### src/rtl/gcd_pkg.sv
// Shared definitions for the subtraction-based GCD engine.
package gcd_pkg;

  // Default operand / result width.
  localparam int GCD_WIDTH = 16;

  // Controller states.
  typedef enum logic [1:0] {
    IDLE = 2'd0,
    CALC = 2'd1,
    DONE = 2'd2
  } gcd_state_e;

  // True when a CALC step terminates: a zero operand or equal operands.
  function automatic logic gcd_finished(input logic a_zero,
                                        input logic b_zero,
                                        input logic eq);
    return a_zero | b_zero | eq;
  endfunction

endpackage

### src/rtl/gcd_datapath.sv
// Operand registers, comparator flags and larger-minus-smaller subtractor.
module gcd_datapath
  import gcd_pkg::*;
#(
  parameter int WIDTH = GCD_WIDTH
) (
  input  logic             clk,
  input  logic             rst,
  input  logic             load,
  input  logic             step,
  input  logic [WIDTH-1:0] a_in,
  input  logic [WIDTH-1:0] b_in,
  output logic [WIDTH-1:0] a_val,
  output logic [WIDTH-1:0] b_val,
  output logic             a_zero,
  output logic             b_zero,
  output logic             eq,
  output logic             gt
);

  logic [WIDTH-1:0] a_r;
  logic [WIDTH-1:0] b_r;
  logic [WIDTH-1:0] diff_ab_s;
  logic [WIDTH-1:0] diff_ba_s;

  // Comparator flags and both subtraction directions; only the
  // non-underflowing one is ever written back.
  always_comb begin
    a_zero    = (a_r == {WIDTH{1'b0}});
    b_zero    = (b_r == {WIDTH{1'b0}});
    eq        = (a_r == b_r);
    gt        = (a_r > b_r);
    diff_ab_s = a_r - b_r;
    diff_ba_s = b_r - a_r;
  end

  // Operand registers: load new operands or reduce the larger one.
  always_ff @(posedge clk or negedge rst) begin
    if (!rst) begin
      a_r <= {WIDTH{1'b0}};
      b_r <= {WIDTH{1'b0}};
    end else if (load) begin
      a_r <= a_in;
      b_r <= b_in;
    end else if (step) begin
      if (gt) begin
        a_r <= diff_ab_s;
      end else begin
        b_r <= diff_ba_s;
      end
    end else begin
      a_r <= a_r;
      b_r <= b_r;
    end
  end

  assign a_val = a_r;
  assign b_val = b_r;

endmodule

### src/rtl/gcd_top.sv
// Iterative GCD engine: start/done handshake controller around the datapath.
module gcd_top
  import gcd_pkg::*;
#(
  parameter int WIDTH = GCD_WIDTH
) (
  input  logic             clk,
  input  logic             rst,
  input  logic             start,
  input  logic [WIDTH-1:0] A_in,
  input  logic [WIDTH-1:0] B_in,
  output logic             done,
  output logic [WIDTH-1:0] result
);

  gcd_state_e       state_r;
  logic             done_r;
  logic [WIDTH-1:0] result_r;

  logic             load_s;
  logic             step_s;
  logic [WIDTH-1:0] a_val_s;
  logic [WIDTH-1:0] b_val_s;
  logic             a_zero_s;
  logic             b_zero_s;
  logic             eq_s;
  logic             gt_s;

  gcd_datapath #(
    .WIDTH (WIDTH)
  ) u_datapath (
    .clk    (clk),
    .rst    (rst),
    .load   (load_s),
    .step   (step_s),
    .a_in   (A_in),
    .b_in   (B_in),
    .a_val  (a_val_s),
    .b_val  (b_val_s),
    .a_zero (a_zero_s),
    .b_zero (b_zero_s),
    .eq     (eq_s),
    .gt     (gt_s)
  );

  // Datapath controls: accept operands in IDLE/DONE, subtract while CALC is unfinished.
  always_comb begin
    load_s = 1'b0;
    step_s = 1'b0;
    if ((state_r == IDLE) || (state_r == DONE)) begin
      load_s = start;
    end else if (state_r == CALC) begin
      step_s = ~gcd_finished(a_zero_s, b_zero_s, eq_s);
    end else begin
      load_s = 1'b0;
      step_s = 1'b0;
    end
  end

  // Controller FSM with registered done and result.
  always_ff @(posedge clk or negedge rst) begin
    if (!rst) begin
      state_r  <= IDLE;
      done_r   <= 1'b0;
      result_r <= {WIDTH{1'b0}};
    end else begin
      case (state_r)
        IDLE: begin
          done_r <= 1'b0;
          if (start) begin
            state_r <= CALC;
          end else begin
            state_r <= IDLE;
          end
        end
        CALC: begin
          if (a_zero_s) begin
            result_r <= b_val_s;
            done_r   <= 1'b1;
            state_r  <= DONE;
          end else if (b_zero_s || eq_s) begin
            result_r <= a_val_s;
            done_r   <= 1'b1;
            state_r  <= DONE;
          end else begin
            done_r  <= 1'b0;
            state_r <= CALC;
          end
        end
        DONE: begin
          if (start) begin
            done_r  <= 1'b0;
            state_r <= CALC;
          end else begin
            done_r  <= 1'b1;
            state_r <= DONE;
          end
        end
        default: begin
          done_r  <= 1'b0;
          state_r <= IDLE;
        end
      endcase
    end
  end

  assign done   = done_r;
  assign result = result_r;

endmodule

### config.mk
export PLATFORM = sky130hd
export DESIGN_NAME = gcd_top
export DESIGN_NICKNAME = d
export VERILOG_FILES = /design/src/rtl/gcd_pkg.sv /design/src/rtl/gcd_datapath.sv /design/src/rtl/gcd_top.sv
export SDC_FILE = /design/constraint.sdc
export NUM_CORES = 1
export LEC_CHECK = 0
export BUFFER_PORTS_ARGS = -buffer_cell sky130_fd_sc_hd__buf_2
export CAP_MARGIN = 20
export CORE_ASPECT_RATIO = 1.4
export CORE_MARGIN = 5
export CORE_UTILIZATION = 63
export CTS_BUF_LIST = sky130_fd_sc_hd__clkbuf_16
export CTS_CLUSTER_SIZE = 12
export DETAILED_ROUTE_END_ITERATION = 12
export PLACE_DENSITY = 0.95
export SYNTH_ARGS = -nofsm -noshare
export SYNTH_HDL_FRONTEND = slang
export SYNTH_SLANG_ARGS = --single-unit
### constraint.sdc
create_clock -name clk -period 7.2 [get_ports clk]
set_input_delay 2.16 -clock clk [delete_from_list [all_inputs] [get_ports clk]]
set_output_delay 2.16 -clock clk [all_outputs]
set_load 0.05 [all_outputs]
; ---- Word-level counts from Yosys, hierarchy flattened
; Index checks and enable logic that the tools add are counted.
[classes]
mux = 20
shifts = 0
div = 0
n_reduce_logical = 11
magnitude_cmp = 1
bitwise_logic = 3
eq_ne = 4
n_mul = 0
addsub = 2
[op_table]
columns = operator, count
row1 = $mux W16, 8
row2 = $logic_not A16 Y1, 2
row3 = $sub A16 B16 Y16, 2
row4 = $eq A16 B16 Y1, 1
row5 = $gt A16 B16 Y1, 1
row6 = $mux W1, 7
row7 = $mux W2, 3
row8 = $pmux W2 S3, 1
row9 = $reduce_and A2 Y1, 3
row10 = $reduce_bool A2 Y1, 3
row11 = $eq A2 B1 Y1 const B, 1
row12 = $eq A2 B2 Y1 const B, 1
row13 = $logic_not A2 Y1, 1
row14 = $logic_or A1 B1 Y1, 2
row15 = $ne A2 B2 Y1 const B, 1
row16 = $or A1 B1 Y1, 2
row17 = $pmux W1 S2, 1
row18 = $not A1 Y1, 1
[totals]
out_inout_bits = 17
n_memories = 0
wordCells = 46
latch_bits = 0
mem_bits_ro = 0
mem_bits_rw = 0
reg_bits = 51

; ---- Depth between registers and ports, before layout
; Gate-level depths: netlist (run 1).
[logic_depth]
word_depth = 8
ltp_mapped = 11

; ---- Cells and area by module
; Synthesis (run 1) repeated with hierarchy kept, for this count alone.
[hier_totals]
cells_unflattened = 486
area_unflattened_um2 = 4356.7
[by_module_without_submodules]
columns = mod, seq_area_each_um2, area_each_um2, instances, cells_per_inst
row1 = gcd_datapath, 800.8, 3311.9, 1, 415
row2 = gcd_top, 475.5, 1044.8, 1, 71

; ---- Worst setup path before layout (run 1)
; No wires, ideal clock.
[synth_path]
kind = in2reg
start = input start
end = register u_datapath.a_r[12], in the netlist u_datapath.a_val[12]
arrival_ns = 3.141
setup_ns = 0.130
path_stages = 6
n_path_buf = 2
setup_slack_ns = 3.929
path_cell_list = o21a_1 -> clkbuf_1 -> clkbuf_1 -> nor2_1 -> a22oi_1 -> o21ai_0
[synth_via]
elab_chain_cells = 3
[synth_rtl]
columns = item, line_no
row1 = from (decl), gcd_top.sv:9  ; input logic start,
row2 = $mux W1 *, gcd_top.sv:50  ; if ((state_r == IDLE) || (state_r == DONE)) begin
row3 = $reduce_bool A2 Y1 (no line), --
row4 = $reduce_and A2 Y1 (no line), --
row5 = to (signal assigned), gcd_datapath.sv:43  ; a_r <= a_in;
row6 = to (signal assigned), gcd_datapath.sv:47  ; a_r <= diff_ab_s;
row7 = to (signal assigned), gcd_datapath.sv:52  ; a_r <= a_r;
row8 = to (decl), gcd_datapath.sv:21  ; logic [WIDTH-1:0] a_r;
; Mark *: on every way between the ends. The rest lies on a longest branch, timed or not.
; A chain may end at the register's enable or synchronous reset.

; ---- Worst setup path in the final report (run 1)
[layout_path]
start = register u_datapath.a_r[5], in the netlist u_datapath.a_val[5]
end = register u_datapath.b_r[3], in the netlist u_datapath.b_val[3]
[layout_via]
elab_chain_cells = 8
[layout_rtl]
columns = item, line_no
row1 = from (signal assigned), gcd_datapath.sv:40  ; a_r <= {WIDTH{1'b0}};
row2 = from (signal assigned), gcd_datapath.sv:43
row3 = from (signal assigned), gcd_datapath.sv:47
row4 = "parallel branches: the longest is 7 deep, another holds $gt A16 B16 Y1", --
row5 = $reduce_and A2 Y1 (no line) *, --
row6 = to (signal assigned), gcd_datapath.sv:44  ; b_r <= b_in;
row7 = to (signal assigned), gcd_datapath.sv:49  ; b_r <= diff_ba_s;
row8 = to (signal assigned), gcd_datapath.sv:53  ; b_r <= b_r;
row9 = to (decl), gcd_datapath.sv:22  ; logic [WIDTH-1:0] b_r;
; Mark *: on every way between the ends.

==> flow_metrics.py, run 1 <==
metrics = {
    "worst_setup_path": {
        "cp_slowest_stage_delay_ps": 600,
        "critPathRequiredTime_ps": 7380,
        "critPathKind": "flip-flop to flip-flop",
        "crit_path_start": "u_datapath.a_val[5]",
        "r2r_start": "u_datapath.a_val[5]",
        "r2r_end": "u_datapath.b_val[3]",
        "cp.arrival_ps": 3440,
        "ff2ff_path_depth": 8,
        "crit_end": "u_datapath.b_val[3]",
        "rrSetupSlack_ps": 3940,
        "cp-start-kind": "flip-flop",
        "crit_path_end_kind": "flip-flop",
        "crit_path_top_delay_cell": "or4b_4",
        "crit_fanout": 17,
        "cp_cell_sequence": "inv_1 > ha_1 > nand4_1 > or4b_4 > nand4_1 > or3_1 > nor3_1 > a221o_2",
        "cp_common_cell": "nand4_1",
    },
    "floorplan": {
        "fp.dieH_um": 103.9,
        "core_area_um2": 6168,
        "fp-row-count": 34,
        "initial_core_util": 0.6432,
        "boundaryPins": 52,
        "die-area_um2": 8007,
        "die_w_um": 77.07,
    },
    "global_route": {
        "grt_max_degree": 52,
        "grt_overflow": 0,
        "grt_pass1_wl_um": 17910,
        "antenna_found_initial": 0,
        "grt_usage": 0.2727,
        "grt_pass1_vias": 3735,
    },
    "route": {
        "drtPass1Iterations": 5,
        "drtIter0Drc": 365,
        "post-route-drc-count": 0,
        "wl_per_cell_um": 18.80,
        "detail-route-antenna-nets": 0,
        "drt_wl_total_um": 10880,
        "route.vias.total": 3735,
        "avgViaCountPerCell": 6.451,
    },
    "logic_synthesis": {
        "yosys_warnings": 0,
        "ys_seq_elements": 51,
        "synthArstFlopShare": 1.000,
        "ys_types": 54,
        "synth-edff-count": 0,
        "syn_area_per_cell_um2": 8.370,
        "ys_seq_area_frac": 0.3217,
        "netlist_area_um2": 3968,
        "synthFlopType": "dfrtp_1",
        "syn_inst": 474,
        "syn-num-nets": 546,
    },
    "sta": {
        "tightest_slew_ps": 865.3,
        "setup_viol": 0,
        "max_freq_mhz": 306.3,
        "skew_ps": 8.640,
        "fin_crit_sh": 0.4534,
        "drv_slew": 0,
        "relSlewSlack": 0.4218,
        "fin_crit_ps": 3265,
        "hold_violations": 0,
        "finalSetupTns_ps": 0,
        "rsz0062_at_grt": "false",
    },
    "cts": {
        "htreeDepth": 2,
        "hold_buffers": 0,
        "cts_made_buffers": 5,
        "cts_setup_buffers": 0,
        "post_cts_resized": 0,
        "cts_buffer_depth": 2,
        "cts_tree": "built",
        "root_buffer": "clkbuf_16",
        "clk-insertion-delay-late_ps": 290,
        "clock_sinks": 51,
        "cts.clk_slew.worst_paths_ps": 70,
    },
    "cells_and_area": {
        "drive_above_1_share": 0.1460,
        "final_cell_mix": "dfrtp_1 (51), buf_2 (51), nand2_1 (50)",
        "fin_nets": 579,
        "diodes": 0,
        "final_util": 0.7039,
        "areaGrowthSynthToFinish_pct": 9.429,
        "stdcell_area_um2": 4342,
    },
    "run": {
        "maxCapViolCount": 0,
    },
    "placement": {
        "port_buffers": 51,
        "place_hpwl_um": 8259,
        "placed_area_um2": 4179,
        "place.gp.congestion": 0.9355,
    },
    "run_status": {
        "outcome": "finished, final reports clean",
    },
    "worst_hold_path": {
        "hold_depth": 2,
        "hold_path.class": "flip-flop to flip-flop",
    },
}
==> synth_stat cells, types with 2 or more instances <==
master	n	area, um^2
or3_1	3	18.77
buf_4	5	37.54
nand3b_1	3	22.52
nand2_1	50	187.7
a21o_1	7	52.55
dfrtp_1	51	1276
mux2i_1	6	60.06
fa_1	2	40.04
a21boi_0	2	15.01
o221ai_1	4	35.03
o211ai_1	6	45.04
a22oi_1	3	22.52
nand4_1	10	62.56
a31oi_1	5	31.28
nand2b_1	5	31.28
o21ai_1	5	25.02
o21a_1	4	30.03
nor2_1	32	120.1
buf_2	8	40.04
xnor2_1	11	96.34
or2_2	2	12.51
a22oi_2	2	25.02
inv_1	36	135.1
nor3_1	9	45.04
o22ai_1	3	18.77
a221o_1	6	60.06
nor2b_1	4	25.02
xor2_1	10	87.58
ha_1	35	437.9
a21oi_1	46	230.2
o21ai_0	32	160.2
o311ai_0	7	61.31
clkbuf_1	13	48.80
o21bai_1	3	22.52
nor4_1	8	50.05
buf_6	3	33.78
a211oi_1	4	30.03
a221oi_1	4	35.03
nand3_1	10	50.05
==> worst max-delay path: cells and delay by family, from the launching register on <==
kind,cells,cell delay (ps)
AO/OA/AOI/OAI,1,320
adder cells (fa/ha/maj),1,520
buffers and inverters,1,80
flip-flops,1,530
AND/OR/NAND/NOR,5,1700
==> metrics by stage <==
stage	cells	worst slack (ps)	hold WS [ps]
floorplan	474	3929	546.3
global placement	572	3836	455.9
detailed placement	572	3799	464.7
CTS	579	3995	479.5
global route	579	3756	503.4
finish	579	3935	472.5
==> logic make-up after synthesis <==
family                   count (synthesis)  share of synthesized area
AO/OA/AOI/OAI                          150                     0.2431
AND/OR/NAND/NOR                        142                     0.1722
buffers and inverters                   66                    0.07821
flip-flops                              51                     0.3217
adder cells (fa/ha/maj)                 37                     0.1205
XOR/XNOR                                21                    0.04636
multiplexers                             7                    0.01798
==> worst min path at each step <==
stage | start | endpoint | slack, ps
finish | result[15] | result[15] | 470
global route | result[14] | result[14] | 500
CTS | result[15] | result[15] | 480
detailed placement | result[15] | result[15] | 460
global placement | result[12] | result[12] | 460
floorplan | u_datapath.b_val[15] | u_datapath.b_val[15] | 550
==> per-layer routing <==
layer  up-vias  wire (um)  global-route usage
met5         -          0                   0
met4         0        759              0.1757
met3        62        719             0.04333
met2       166       5147              0.4374
met1      1744       4257              0.3356
li1       1763          -                   -
==> cell type report <==
| type | instances | area, um^2 |
|---|---|---|
| clock buffer | 5 | 125.1 |
| clock inverter | 2 | 37.54 |
| fill | 516 | 1827 |
| inverter | 36 | 135.1 |
| multi-input combinational | 357 | 2385 |
| sequential | 51 | 1276 |
| tap | 72 | 90.09 |
| timing repair buffer | 56 | 292.8 |
==> flip-flops by register name, summed over array words and instances (netlist names) <==
register and flops:
result 16, u_datapath.a_val 16, u_datapath.b_val 16, state_r 2, done 1
Power of run 1 is left out: the tool's default activity adds up to more than one toggle a clock period on the data nets, which glitch-free logic cannot reach.
==> inputs of run 2 (changes only) <==
--- a/config.mk
+++ b/config.mk
@@ -9,11 +9,11 @@
 export CAP_MARGIN = 20
 export CORE_ASPECT_RATIO = 1.4
 export CORE_MARGIN = 5
-export CORE_UTILIZATION = 63
+export CORE_UTILIZATION = 53
 export CTS_BUF_LIST = sky130_fd_sc_hd__clkbuf_16
 export CTS_CLUSTER_SIZE = 12
 export DETAILED_ROUTE_END_ITERATION = 12
-export PLACE_DENSITY = 0.95
+export PLACE_DENSITY = 0.87
 export SYNTH_ARGS = -nofsm -noshare
 export SYNTH_HDL_FRONTEND = slang
 export SYNTH_SLANG_ARGS = --single-unit
==> constraint.sdc (replaced) <==
create_clock -name clk -period 2.68 [get_ports clk]
set_input_delay 0.804 -clock clk [delete_from_list [all_inputs] [get_ports clk]]
set_output_delay 0.804 -clock clk [all_outputs]
set_load 0.05 [all_outputs]
==> run 2 against run 1 <==
- hold slack lost 190 ps
- utilization fell by 3.7 points
- routed wire length increased by 15%
- die area rose by 17%
- final cell count rose by 15%
- sequential share of layout area is 3.2 points lower
- clock skew down 2.9 ps
- critical endpoint is now u_datapath.a_val[15]
==> flow_metrics.py, run 2 (synthesized netlist as in run 1, its figures left out) <==
metrics = {
    "run_status": {
        "outcome": "finished, final reports clean",
    },
    "cts": {
        "cts_tree": "built",
        "cts.clk_slew.worst_paths_ps": 70,
        "clock_sinks": 51,
        "root_buffer": "clkbuf_16",
        "htreeDepth": 2,
        "clk-insertion-delay-late_ps": 300,
        "cts_buffer_depth": 2,
        "cts_made_buffers": 5,
    },
    "floorplan": {
        "die-area_um2": 9341,
        "fp-row-count": 37,
        "initial_core_util": 0.5424,
        "fp.dieH_um": 112.4,
        "core_area_um2": 7315,
        "boundaryPins": 52,
        "die_w_um": 83.13,
    },
    "cells_and_area": {
        "final_cell_mix": "buf_4 (62), buf_2 (51), nand2_1 (50)",
        "final_util": 0.6673,
        "layout_commonest_cell": "buf_4",
        "fill_cells": 619,
        "areaGrowthSynthToFinish_pct": 23.02,
        "fin_nets": 638,
        "drive_above_1_share": 0.2575,
        "diodes": 0,
    },
    "route": {
        "detail-route-antenna-nets": 0,
        "drt_wl_total_um": 12540,
        "post-route-drc-count": 0,
        "avgViaCountPerCell": 6.068,
        "wl_per_cell_um": 18.89,
        "route.vias.total": 4029,
        "drtIter0Drc": 342,
        "drtPass1Iterations": 7,
    },
    "sta": {
        "hold_violations": 0,
        "relSlewSlack": 0.5903,
        "hold_ws_ps": 282.8,
        "drv_slew": 0,
        "max_freq_mhz": 375.6,
        "fin_crit_sh": 0.9935,
        "tightest_slew_ps": 609.0,
        "skew_ps": 5.750,
        "fin_crit_ps": 2662,
        "rsz0062_at_grt": "true",
        "setup_viol": 0,
    },
    "worst_setup_path": {
        "r2r_start": "u_datapath.b_val[0]",
        "r2r_end": "u_datapath.a_val[15]",
        "cp.arrival_ps": 2890,
        "cp-start-kind": "flip-flop",
        "critPathKind": "flip-flop to flip-flop",
        "crit_fanout": 23,
        "critPathRequiredTime_ps": 2910,
        "rrSetupSlack_ps": 20,
        "crit_path_end_kind": "flip-flop",
        "ff2ff_path_depth": 10,
    },
    "global_route": {
        "grt_overflow": 0,
        "grt_max_degree": 48,
        "grt_pass1_vias": 4090,
        "grt_usage": 0.2710,
        "grt_pass1_wl_um": 20220,
        "antenna_found_initial": 0,
    },
    "placement": {
        "place_hpwl_um": 9553,
        "port_buffers": 51,
        "place.gp.congestion": 0.9721,
    },
    "run": {
        "maxCapViolCount": 0,
    },
    "worst_hold_path": {
        "hold_path.class": "primary input to async pin",
    },
}
[run 2: metrics by stage]
stage                     std cells  instance area (um^2)  TNS [ps]  setup WS [ps]
after CTS                       661                  4806         0          19.87
final                           664                  4881         0          17.55
after global placement          653                  4656         0          111.2
after global routing            664                  4881    -138.7         -64.38
after floorplan                 474                  3968         0          187.8
after detailed placement        653                  4656         0          18.17
[run 2: what timing repair did]
item | CTS | global route
resized for setup | 1 | 17
hold buffers | 0 | 0
pin swaps | 0 | 1
setup buffers | 0 | 3
endpoints found under the setup margin | 1 | 21
[run 2: layout make-up]
type | instances | area, um^2 | area share
clock buffers | 5 | 125.1 | 0.02563
clock inverters | 3 | 20.02 | 0.004102
inverters | 36 | 135.1 | 0.02769
multi-input cells | 357 | 2440 | 0.4999
flip-flops and latches | 51 | 1279 | 0.2620
well taps | 97 | 121.4 | 0.02487
repair buffers | 115 | 760.7 | 0.1559
[run 2: worst max-delay path by stage]
stage,startpoint,to,depth (start not counted)
2_1_floorplan,u_datapath.a_val[13],u_datapath.b_val[10],11
3_3_place_gp,u_datapath.b_val[0],u_datapath.a_val[15],10
3_5_place_dp,u_datapath.b_val[0],u_datapath.a_val[15],10
4_1_cts,u_datapath.a_val[7],u_datapath.b_val[1],8
5_1_grt,u_datapath.b_val[0],u_datapath.a_val[15],10
6_report,u_datapath.b_val[0],u_datapath.a_val[15],10
[run 2: critical path, cell delays in order (launching register included)]
cell,delay [ps]
dfrtp_1,380
buf_4,150
ha_1,210
fa_2,380
nand2b_4,170
a211oi_2,270
o211a_1,240
o21bai_2,120
buf_12,180
or3b_1,370
a21oi_2,130
[run 2: layer usage]
metal	track usage	wire, um	vias to the layer above
li1	-	-	1885
met1	0.3208	4768	1881
met2	0.4727	6187	202
met3	0.04038	924	61
met4	0.1407	660	0
met5	0	0	-
Power of run 2 is left out for the same reason.
==> inputs of run 3 (changes only) <==
--- a/config.mk
+++ b/config.mk
@@ -7,9 +7,11 @@
 export LEC_CHECK = 0
 export BUFFER_PORTS_ARGS = -buffer_cell sky130_fd_sc_hd__buf_2
 export CAP_MARGIN = 20
+export CELL_PAD_IN_SITES_DETAIL_PLACEMENT = 1
+export CELL_PAD_IN_SITES_GLOBAL_PLACEMENT = 2
 export CORE_ASPECT_RATIO = 1.4
 export CORE_MARGIN = 5
-export CORE_UTILIZATION = 53
+export CORE_UTILIZATION = 32
 export CTS_BUF_LIST = sky130_fd_sc_hd__clkbuf_16
 export CTS_CLUSTER_SIZE = 12
 export DETAILED_ROUTE_END_ITERATION = 12
==> run 3 against run 2 <==
- the run now ends with setup timing left
- highest routed layer unchanged
- non-clock buffer count rose by 13
- register-to-register slack got worse by 30 ps
- worst setup slack got worse by 33 ps
- clock-buffer cell count did not move
- critical path type unchanged
- critical path depth did not move
- clock skew fell by 2.3 ps
- cell area rose by 5.0%
- first-iteration DRC count fell by 51%
==> flow_metrics.py, run 3 (synthesized netlist as in run 1, its figures left out) <==
metrics = {
    "run_status": {
        "outcome": "finished with violations",
        "violations": "setup timing",
    },
    "route": {
        "post-route-drc-count": 0,
        "avgViaCountPerCell": 5.524,
        "route.vias.total": 4027,
        "drtIter0Drc": 166,
        "drt_wl_total_um": 14800,
        "drtPass1Iterations": 4,
        "wl_per_cell_um": 20.31,
        "detail-route-antenna-nets": 0,
    },
    "worst_setup_path": {
        "crit_path_start": "u_datapath.a_val[0]",
        "cp-start-kind": "flip-flop",
        "ff2ff_path_depth": 10,
        "crit_end": "u_datapath.b_val[14]",
        "critPathRequiredTime_ps": 2840,
        "crit_fanout": 2,
        "crit_path_end_kind": "flip-flop",
        "critPathKind": "flip-flop to flip-flop",
        "cp.arrival_ps": 2850,
        "r2r_end": "u_datapath.b_val[14]",
        "rrSetupSlack_ps": -20,
        "r2r_start": "u_datapath.a_val[0]",
    },
    "cells_and_area": {
        "regArea_um2": 1276,
        "fill_cells": 1493,
        "diodes": 0,
        "fin_nets": 651,
        "stdcell_area_um2": 5124,
        "layout_commonest_cell": "buf_4",
        "areaGrowthSynthToFinish_pct": 29.14,
        "final_cell_mix": "buf_4 (72), dfrtp_1 (51), buf_2 (51)",
        "drive_above_1_share": 0.2763,
        "multi_input_area_um2": 2479,
    },
    "placement": {
        "placed_area_um2": 4782,
        "port_buffers": 51,
        "pre_cts_ws_ps": -2.214,
        "place.gp.congestion": 0.8775,
        "place_hpwl_um": 11410,
    },
    "cts": {
        "cts.clk_slew.worst_paths_ps": 70,
        "htreeDepth": 2,
        "cts_buffer_depth": 2,
        "clock_sinks": 51,
        "clk-insertion-delay-late_ps": 290,
        "root_buffer": "clkbuf_16",
        "cts_tree": "built",
        "cts_made_buffers": 5,
        "hold_buffers": 0,
    },
    "sta": {
        "setup_ws_ps": -15.77,
        "hold_violations": 0,
        "relSlewSlack": 0.5276,
        "setup_viol": 1,
        "finalSetupTns_ps": -15.77,
        "skew_ps": 3.411,
        "tightest_slew_ps": 708.6,
        "drv_slew": 0,
        "fin_crit_sh": 1.006,
        "max_freq_mhz": 371.0,
        "fin_crit_ps": 2696,
    },
    "global_route": {
        "grt.met2_usage": 0.3619,
        "grt_max_degree": 52,
        "grt_pass1_vias": 4459,
        "use_met3": 0.02412,
        "grt.busiest_layer": "met2",
        "antenna_found_initial": 0,
        "grt_util_met1": 0.2146,
        "grt_usage": 0.1921,
        "grt_pass1_wl_um": 22790,
        "grt_overflow": 0,
    },
    "worst_hold_path": {
        "hold_path.class": "flip-flop to flip-flop",
        "hold_depth": 2,
    },
    "floorplan": {
        "boundaryPins": 52,
        "fp.dieH_um": 141.8,
        "core_area_um2": 12250,
        "die_w_um": 104.1,
        "die-area_um2": 14760,
        "fp-row-count": 48,
        "initial_core_util": 0.3238,
    },
    "run": {
        "maxCapViolCount": 0,
    },
}
## run 3: cell count changes in the layout (fill, tap and decap cells not counted), moves of 2 or more
cell	previous run	this run
buf_4	62	72
buf_6	0	2
dfrtp_1	49	51
dfrtp_2	2	0
ha_4	1	3
o21ai_0	30	32
o21ai_1	7	5
o311ai_1	3	1
## run 3: how the worst min path moves through the flow
stage / from / end / slack (ps)
floorplan: rst / done / 510
global route: result[2] / result[2] / 500
global placement: result[13] / result[13] / 460
finish: result[12] / result[12] / 480
CTS: result[15] / result[15] / 480
detailed placement: result[15] / result[15] / 470
## run 3: timing repair
action,4_1_cts,5_1_grt
buffers inserted,0,7
endpoints found under the setup margin,2,18
pin swaps,0,4
gates cloned,0,1
resized for setup,2,18
## run 3: worst max-delay path, stage by stage (launching register included)
cell and delay, ps:
dfrtp_1 390, ha_1 250, fa_1 430, nand2b_1 200, a211oi_1 300, buf_4 200, or3_1 140, a31oi_2 120
o311ai_2 300, buf_4 160, a221oi_1 60
## run 3: stage by stage
step	hold slack [ps]	cells	utilization
after floorplan	508.4	474	-
after global placement	458.7	714	0.3903
after detailed placement	467.3	714	0.3903
after CTS	484.2	721	0.4040
after global routing	502.2	729	0.4182
final	475.1	729	0.4182
## run 3: layout make-up
cell class / count / share of cell area
Clock buffer: 5 / 0.02442
Multi-Input combinational cell: 357 / 0.4838
Tap cell: 150 / 0.03663
Sequential cell: 51 / 0.2491
Timing Repair Buffer: 128 / 0.1724
Clock inverter: 2 / 0.007326
Inverter: 36 / 0.02637
## run 3: routing by layer
metal	part of all wire	vias up
met5	0	-
met3	0.039	33
met4	0.037	0
li1	-	1896
met2	0.53	96
met1	0.39	2002
Power of run 3 is left out for the same reason.
